===== src/rtl/range_counter_pkg.sv =====
// Shared types and default parameters for the range_counter block.
package range_counter_pkg;

    typedef enum logic {
        CNT_WRAP = 1'b0,
        CNT_SAT  = 1'b1
    } cnt_mode_e;

    localparam int DEF_WIDTH   = 5;
    localparam int DEF_MIN_VAL = 1;
    localparam int DEF_MAX_VAL = 26;

endpackage


===== src/rtl/edge_detect.sv =====
// Rising-edge detector for a level input. The previous sample resets high so an
// input already asserted when reset releases is not seen as an edge.
module edge_detect (
    input  logic clk,
    input  logic rst,
    input  logic d,
    output logic rise
);

    logic prev_q;

    always_ff @(posedge clk) begin
        if (!rst) begin
            prev_q <= 1'b1;
        end else begin
            prev_q <= d;
        end
    end

    assign rise = d & ~prev_q;

endmodule


===== src/rtl/range_counter.sv =====
// Up/down counter confined to [MIN_VAL, MAX_VAL] with wrap or saturate at the
// boundaries, edge-triggered inc/dec, and a range-checked synchronous load.
module range_counter
    import range_counter_pkg::*;
#(
    parameter int        WIDTH   = DEF_WIDTH,
    parameter int        MIN_VAL = DEF_MIN_VAL,
    parameter int        MAX_VAL = DEF_MAX_VAL,
    parameter cnt_mode_e MODE    = CNT_WRAP
) (
    input  logic             clk,
    input  logic             rst,
    input  logic             enable,
    input  logic             inc,
    input  logic             dec,
    input  logic             load,
    input  logic [WIDTH-1:0] load_value,
    output logic [WIDTH-1:0] result,
    output logic             at_min,
    output logic             at_max,
    output logic             wrapped,
    output logic             load_err
);

    if (!(MIN_VAL >= 0 && MIN_VAL < MAX_VAL && MAX_VAL <= (1 << WIDTH) - 1)) begin : g_bad_range
        $error("range_counter: need 0 <= MIN_VAL < MAX_VAL <= 2**WIDTH-1");
    end

    // Boundaries carried one bit wider so MAX+1 and MIN-1 are representable.
    localparam logic [WIDTH:0] MIN_W = (WIDTH + 1)'(MIN_VAL);
    localparam logic [WIDTH:0] MAX_W = (WIDTH + 1)'(MAX_VAL);

    logic [WIDTH-1:0] result_q, result_d;
    logic             wrapped_q, wrapped_d;
    logic             load_err_q, load_err_d;
    logic             inc_rise, dec_rise;
    logic [WIDTH:0]   cur_w, up_w, dn_w, load_w;
    logic             load_ok;

    edge_detect u_inc_edge (
        .clk  (clk),
        .rst  (rst),
        .d    (inc),
        .rise (inc_rise)
    );

    edge_detect u_dec_edge (
        .clk  (clk),
        .rst  (rst),
        .d    (dec),
        .rise (dec_rise)
    );

    assign cur_w   = {1'b0, result_q};
    assign up_w    = cur_w + 1'b1;
    assign dn_w    = cur_w - 1'b1;
    assign load_w  = {1'b0, load_value};
    assign load_ok = (load_w >= MIN_W) && (load_w <= MAX_W);

    always_comb begin
        result_d   = result_q;
        wrapped_d  = 1'b0;
        load_err_d = 1'b0;
        if (load) begin
            if (load_ok) begin
                result_d = load_value;
            end else begin
                load_err_d = 1'b1;
            end
        end else if (enable && (inc_rise != dec_rise)) begin
            if (inc_rise) begin
                if (up_w > MAX_W) begin
                    if (MODE == CNT_WRAP) begin
                        result_d  = MIN_W[WIDTH-1:0];
                        wrapped_d = 1'b1;
                    end
                end else begin
                    result_d = up_w[WIDTH-1:0];
                end
            end else begin
                // Test the current value, not dn_w, so MIN_VAL = 0 cannot underflow.
                if (cur_w <= MIN_W) begin
                    if (MODE == CNT_WRAP) begin
                        result_d  = MAX_W[WIDTH-1:0];
                        wrapped_d = 1'b1;
                    end
                end else begin
                    result_d = dn_w[WIDTH-1:0];
                end
            end
        end
    end

    always_ff @(posedge clk) begin
        if (!rst) begin
            result_q   <= MIN_W[WIDTH-1:0];
            wrapped_q  <= 1'b0;
            load_err_q <= 1'b0;
        end else begin
            result_q   <= result_d;
            wrapped_q  <= wrapped_d;
            load_err_q <= load_err_d;
        end
    end

    assign result   = result_q;
    assign at_min   = (cur_w == MIN_W);
    assign at_max   = (cur_w == MAX_W);
    assign wrapped  = wrapped_q;
    assign load_err = load_err_q;

endmodule


===== config.mk =====
export PLATFORM = sky130hd
export DESIGN_NAME = range_counter
export DESIGN_NICKNAME = d
export VERILOG_FILES = /design/src/rtl/range_counter_pkg.sv /design/src/rtl/edge_detect.sv /design/src/rtl/range_counter.sv
export SDC_FILE = /design/constraint.sdc
export NUM_CORES = 1
export LEC_CHECK = 0
export ABC_AREA = 1
export CAP_MARGIN = 20
export CORE_MARGIN = 3
export CORE_UTILIZATION = 49
export DETAILED_ROUTE_END_ITERATION = 16
export PLACE_DENSITY = 0.76
export SYNTH_ARGS = -nofsm -noshare
export SYNTH_HDL_FRONTEND = slang
export SYNTH_SLANG_ARGS = --single-unit

===== constraint.sdc =====
create_clock -name clk -period 2.2 [get_ports clk]
set_clock_uncertainty 0.2 [all_clocks]
set_input_delay 0.44 -clock clk [delete_from_list [all_inputs] [get_ports clk]]
set_output_delay 0.44 -clock clk [all_outputs]
set_load 0.01 [all_outputs]

==> impl_metrics.json, run 1 <==
{
  "area_growth_pct": 27.30,
  "cap_viol_max_count": 0,
  "setup_ws_ns": 0.1867,
  "start_util_pct": 54.37,
  "antenna_found_initial": 0,
  "reg2reg_slack_ns": 0.29,
  "synth_area_leaders": "dfxtp_1 21%, nand2_1 14%, ha_1 7.3%",
  "holdPathEnd": "result[1]",
  "rsz0062_at_grt": "no",
  "route.detailed.drc": 0,
  "max_freq_mhz": 496.7,
  "synth.avg_cell_area_um2": 6.396,
  "drive_above_1_share_pct": 21.02,
  "synth-seq-cells": 9,
  "grt_pass1_vias": 754,
  "endpoint_kind": "output pin",
  "r2r_cells": 11,
  "power.leakage_nw": 0.5646,
  "numCtsBuffers": 3,
  "wl_per_cell_um": 11.69,
  "clock_sinks": 9,
  "cp-start-kind": "register",
  "worstPathArrival_ns": 1.37,
  "ff_latch_area_um2": 182.7,
  "fp.dieW_um": 47.82,
  "hpwl_mm": 1.631,
  "hp-start": "result[1]",
  "tritoncts": "done",
  "r2r-end": "result[0]",
  "syn_area_um2": 857.1,
  "async_flop_share_pct": 0,
  "cts_setup_buffers": 0,
  "setup_viol": 0,
  "ant_nets": 0,
  "multi_input_area_um2": 565.5,
  "relSlewSlack_pct": 79.77,
  "yosys_warnings": 0,
  "tightest_slew_ns": 0.3025,
  "coreArea_um2": 1577,
  "ctsRootBufferMaster": "clkbuf_4",
  "clk_pin_slew_worst_paths_ns": 0.06,
  "gp_routability_congestion": 0.8953,
  "routed_wl_mm": 2.023,
  "ioPinCount": 20,
  "worstHoldPathType": "register to register",
  "drv_slew": 0,
  "synth_top_area_share_pct": 21.02,
  "path_max_fanout": 7,
  "vias": 883,
  "dieArea_um2": 2287,
  "first_pass_iters": 4,
  "powerDensity_nw_per_um2": 516.5,
  "fin_hold_ws_ns": 0.4089,
  "clkLatencyLatePin_ns": 0.27,
  "synth_edf_count": 0,
  "grtUsageTotal_pct": 20.20,
  "hold_violations": 0,
  "synth.net_count": 150,
  "vdd_ir_drop_max_v": 0.0003415,
  "grt_pass1_wl_mm": 3.312,
  "n_antenna_cell": 0,
  "vias_per_cell": 5.104,
  "row_count": 14,
  "numPortBuffers": 19,
  "yosysUniqueCellTypes": 26,
  "r2r-start": "result[0]",
  "pre_cts_ws_ns": 0.1236,
  "ys.flop_type": "dfxtp_1",
  "syn_inst": 134,
  "fillCellCount": 148,
  "gr-total-overflow": 0,
  "die_h_um": 47.82,
  "fin_setup_tns_ns": 0,
  "layout.cells.non_filler": 173,
  "h-tree-depth": 1,
  "grt_max_degree": 11,
  "period_share_pct": 91.51,
  "required_ns": 1.56,
  "hold_depth": 2,
  "fin_crit_ns": 2.013,
  "path_class": "register to output pin",
  "drt-initial-drc-count": 34,
  "clockBufferDepth": 2,
  "dp_cells": 169,
  "nets": 174,
  "cts_resized": 4,
  "postCtsHoldBufs": 0,
  "yosys.area.top_type": "dfxtp_1",
  "ys_seq_area_share_pct": 21.02,
  "status": "complete, no violations"
}
-- power by group --
| group | switching (mW) | internal [mW] |
|---|---|---|
| Combinational | 0.132 | 0.105 |
| Clock | 0.0606 | 0.0701 |
| Sequential | 0.0194 | 0.176 |
| Total | 0.212 | 0.351 |
-- synth_stat cells, types with 2 or more instances --
| library cell | instances |
|---|---|
| nand2_1 | 31 |
| inv_1 | 15 |
| nor2_1 | 15 |
| nand3_1 | 12 |
| dfxtp_1 | 9 |
| a21oi_1 | 8 |
| nand2_2 | 8 |
| o21ai_0 | 6 |
| ha_1 | 5 |
| inv_2 | 3 |
| buf_6 | 2 |
| nand3_4 | 2 |
| nand4_1 | 2 |
| nor2_2 | 2 |
| nor3_1 | 2 |
| or2_2 | 2 |
-- area by class of cell --
type / instances / share of cell area (%)
multi-input cells: 101 / 51.83
repair buffers: 23 / 19.95
flip-flops and latches: 9 / 16.74
inverters: 20 / 7.225
clock buffers: 4 / 2.408
well taps: 16 / 1.835
-- state kept, by name, indices dropped and copies added, names as in the netlist --
name               count
u_dec_edge.prev_q      1
result                 5
u_inc_edge.prev_q      1
load_err               1
wrapped                1
-- through the flow --
| step | util [%] | instance area, µm² | total power [mW] |
|---|---|---|---|
| finish | 69.21 | 1091 | 0.5636 |
| global route | 69.21 | 1091 | 0.6016 |
| CTS | 69.21 | 1091 | 0.5674 |
| detailed placement | 67.54 | 1065 | 0.4368 |
| global placement | 67.54 | 1065 | 0.4333 |
| floorplan | - | 857.1 | 0.3562 |
-- worst max path at each step --
| stage | startpoint | to |
|---|---|---|
| floorplan | result[0] | result[0] |
| global placement | result[0] | at_min |
| detailed placement | result[0] | at_min |
| CTS | result[1] | at_min |
| global route | result[1] | at_min |
| finish | result[1] | at_min |
-- layout by cell type (no fill, tap or decap), types with 2 or more instances in the layout --
master           instances
nand3_4                  2
dfxtp_2                  2
clkbuf_4                 3
a21oi_1                  8
nor2_1                  15
nand4_1                  2
buf_4                    4
nand2_1                 31
inv_2                    3
or2_2                    2
nand2_2                  8
inv_1                   15
ha_1                     5
dfxtp_1                  7
nor3_1                   2
nor2_2                   2
clkdlybuf4s50_1         17
dlygate4sd2_1            2
o21ai_0                  6
nand3_1                 12
-- kinds of logic after synthesis --
group           synth area share [%]
simple gates                   46.57
buf+inv                        12.99
compound gates                 11.10
flops                          21.02
fa+ha+maj                      7.299
xor+xnor                       1.022
-- critical path, cell delays in order (launching register included) --
cell and delay (ns):
dfxtp_2 0.40, inv_1 0.08, ha_1 0.19, nand2_1 0.10
nor3_1 0.05, dlygate4sd2_1 0.29
-- metal layers --
metal | share of wire, % | up-vias | global-route usage, %
met5 | 0 | - | 0
met4 | 0.59 | 0 | 3.226
met3 | 4.6 | 5 | 5.639
met2 | 48 | 23 | 30.34
met1 | 47 | 386 | 29.15
li1 | - | 469 | -
No activity file was read; power rests on OpenSTA's default activity.
==> run 2, diff against run 1 <==
- CORE_MARGIN: 3 -> 1.5
- GPL_ROUTABILITY_DRIVEN: default -> 0
==> run 2 against run 1 <==
Against the previous run: fmax decreased by 2.0%; largest power group unchanged; combinational power is 3% higher; largest cell class unchanged; design area increased by 0.69%; global-route usage increased by 3.5 points; hold slack worse by 0.0055 ns.
==> impl_metrics.json, run 2 (synthesis gave the netlist of run 1 again) <==
{
  "area_growth_pct": 28.17,
  "die_h_um": 44.82,
  "vdd_ir_drop_max_v": 0.0004062,
  "top_layer": "met4",
  "wl_met2_um": 938,
  "p_comb_share_pct": 42.9,
  "ant_nets": 0,
  "status": "complete, no violations",
  "internal_power_uw": 353.4,
  "drive_above_1_share_pct": 21.52,
  "wl_per_cell_um": 11.58,
  "path_buf_inv": 2,
  "r2r-start": "result[0]",
  "numCtsBuffers": 3,
  "largest_reg_flops": 5,
  "cp-start-kind": "register",
  "tritoncts": "done",
  "n_antenna_cell": 0,
  "power.leakage_nw": 0.5698,
  "row_count": 14,
  "route.detailed.drc": 0,
  "power_frac_seq_pct": 33.9,
  "path_max_fanout": 10,
  "slowest_delay_ns": 0.56,
  "h-tree-depth": 1,
  "r2r-end": "result[3]",
  "reg2reg_slack_ns": 0.27,
  "cpLargestDelayFamily": "buffers and inverters",
  "wl_met1_um": 980,
  "worstPathArrival_ns": 1.41,
  "fin_crit_ns": 2.053,
  "fin_setup_tns_ns": 0,
  "grtUsageTotal_pct": 23.74,
  "antenna_found_initial": 0,
  "nets": 175,
  "sw_frac_of_total_pct": 37.75,
  "path_class": "register to output pin",
  "holdPathEnd": "wrapped",
  "clockBufferDepth": 2,
  "period_share_pct": 93.34,
  "p_total_uw": 567.7,
  "start_util_pct": 54.37,
  "wl_met3_um": 74,
  "rsz0062_at_grt": "no",
  "fillCellCount": 163,
  "crit_chain": "buf_4 -> clkdlybuf4s50_1",
  "tightest_slew_ns": 0.3027,
  "drv_slew": 0,
  "p_clk_share_pct": 23.2,
  "gr-total-overflow": 0,
  "hold_depth": 3,
  "grt_pass1_vias": 765,
  "powerDensity_nw_per_um2": 516.8,
  "ioPinCount": 20,
  "hpwl_mm": 1.632,
  "worstHoldPathType": "register to register",
  "final_cell_mix": "31 x nand2_1, 17 x clkdlybuf4s50_1, 15 x inv_1, 15 x nor2_1, 12 x nand3_1",
  "grt_pass1_wl_mm": 3.470,
  "vias_per_cell": 5.132,
  "ctsRootBufferMaster": "clkbuf_4",
  "coreArea_um2": 1577,
  "cap_viol_max_count": 0,
  "hold_violations": 0,
  "grt_max_degree": 11,
  "clk_pin_slew_worst_paths_ns": 0.06,
  "first_pass_iters": 4,
  "vias": 893,
  "fp.dieW_um": 44.82,
  "routed_wl_mm": 2.015,
  "hp-start": "u_dec_edge.prev_q",
  "dieArea_um2": 2009,
  "p_sw_uw": 214.3,
  "cpMaxStageDelayCell": "clkdlybuf4s50_1",
  "clock_sinks": 9,
  "max_freq_mhz": 487.0,
  "postCtsHoldBufs": 0,
  "numPortBuffers": 19,
  "layout_commonest_cell": "nand2_1",
  "drt-initial-drc-count": 17,
  "setup_viol": 0,
  "r2r_cells": 10,
  "clkLatencyLatePin_ns": 0.27,
  "endpoint_kind": "output pin",
  "relSlewSlack_pct": 79.76,
  "required_ns": 1.56
}
==> run 2: changes by cell type in the layout (fill, tap and decap cells not counted) <==
cell,delta
buf_4,+1
==> run 2: worst reg2reg max path: stages, from the launching register on <==
cell and delay (ns):
dfxtp_2 0.39, inv_1 0.08, buf_4 0.16, ha_1 0.34, nand2_1 0.13, o21ai_4 0.08, nand3_4 0.11, nand3_1 0.08
nand2_1 0.08, nand2_1 0.05, a21oi_1 0.16
==> run 2: worst max path at each step <==
| stage | slack, ns | from | end | depth (start not counted) |
|---|---|---|---|---|
| 3_5_place_dp | 0.14 | load | result[4] | 6 |
| 5_1_grt | 0.10 | result[2] | result[2] | 2 |
| 3_3_place_gp | 0.17 | result[0] | at_min | 4 |
| 4_1_cts | 0.14 | result[2] | result[2] | 2 |
| 6_report | 0.15 | result[2] | result[2] | 2 |
| 2_1_floorplan | 0.44 | result[0] | result[0] | 10 |
==> run 2: cell type report <==
| type | instances | area (µm²) | area share, % |
|---|---|---|---|
| Multi-Input combinational cell | 101 | 565.5 | 51.48 |
| Timing Repair Buffer | 24 | 225.2 | 20.50 |
| Sequential cell | 9 | 182.7 | 16.63 |
| Inverter | 20 | 78.83 | 7.175 |
| Clock buffer | 4 | 26.28 | 2.392 |
| Tap cell | 16 | 20.02 | 1.822 |
==> run 2: what timing repair did <==
action,in CTS,in global routing
endpoints found under the setup margin,2,0
resized for setup,4,0
setup buffers,0,0
==> run 2: through the flow <==
step | utilization [%] | worst slack (ns) | area [µm²] | hold slack (ns) | instances
2_1_floorplan | - | 0.4350 | 857.1 | 0.3248 | 134
3_3_place_gp | 68.02 | 0.1734 | 1072 | 0.3887 | 170
3_5_place_dp | 68.02 | 0.1384 | 1072 | 0.4016 | 170
4_1_cts | 69.68 | 0.1398 | 1099 | 0.4062 | 174
5_1_grt | 69.68 | 0.1033 | 1099 | 0.4418 | 174
6_report | 69.68 | 0.1466 | 1099 | 0.4034 | 174
==> run 2: power by group through the flow <==
stage	Sequential [mW]	Combinational [mW]	Clock, mW
2_1_floorplan	0.196	0.160	0
4_1_cts	0.193	0.243	0.137
3_5_place_dp	0.196	0.244	0
3_3_place_gp	0.195	0.240	0
5_1_grt	0.194	0.274	0.147
6_report	0.192	0.243	0.132
==> run 2: metal layers <==
| layer | track usage (%) | up-vias |
|---|---|---|
| li1 | - | 470 |
| met1 | 31.54 | 403 |
| met2 | 37.97 | 16 |
| met3 | 6.000 | 4 |
| met4 | 7.059 | 0 |
| met5 | 0 | - |
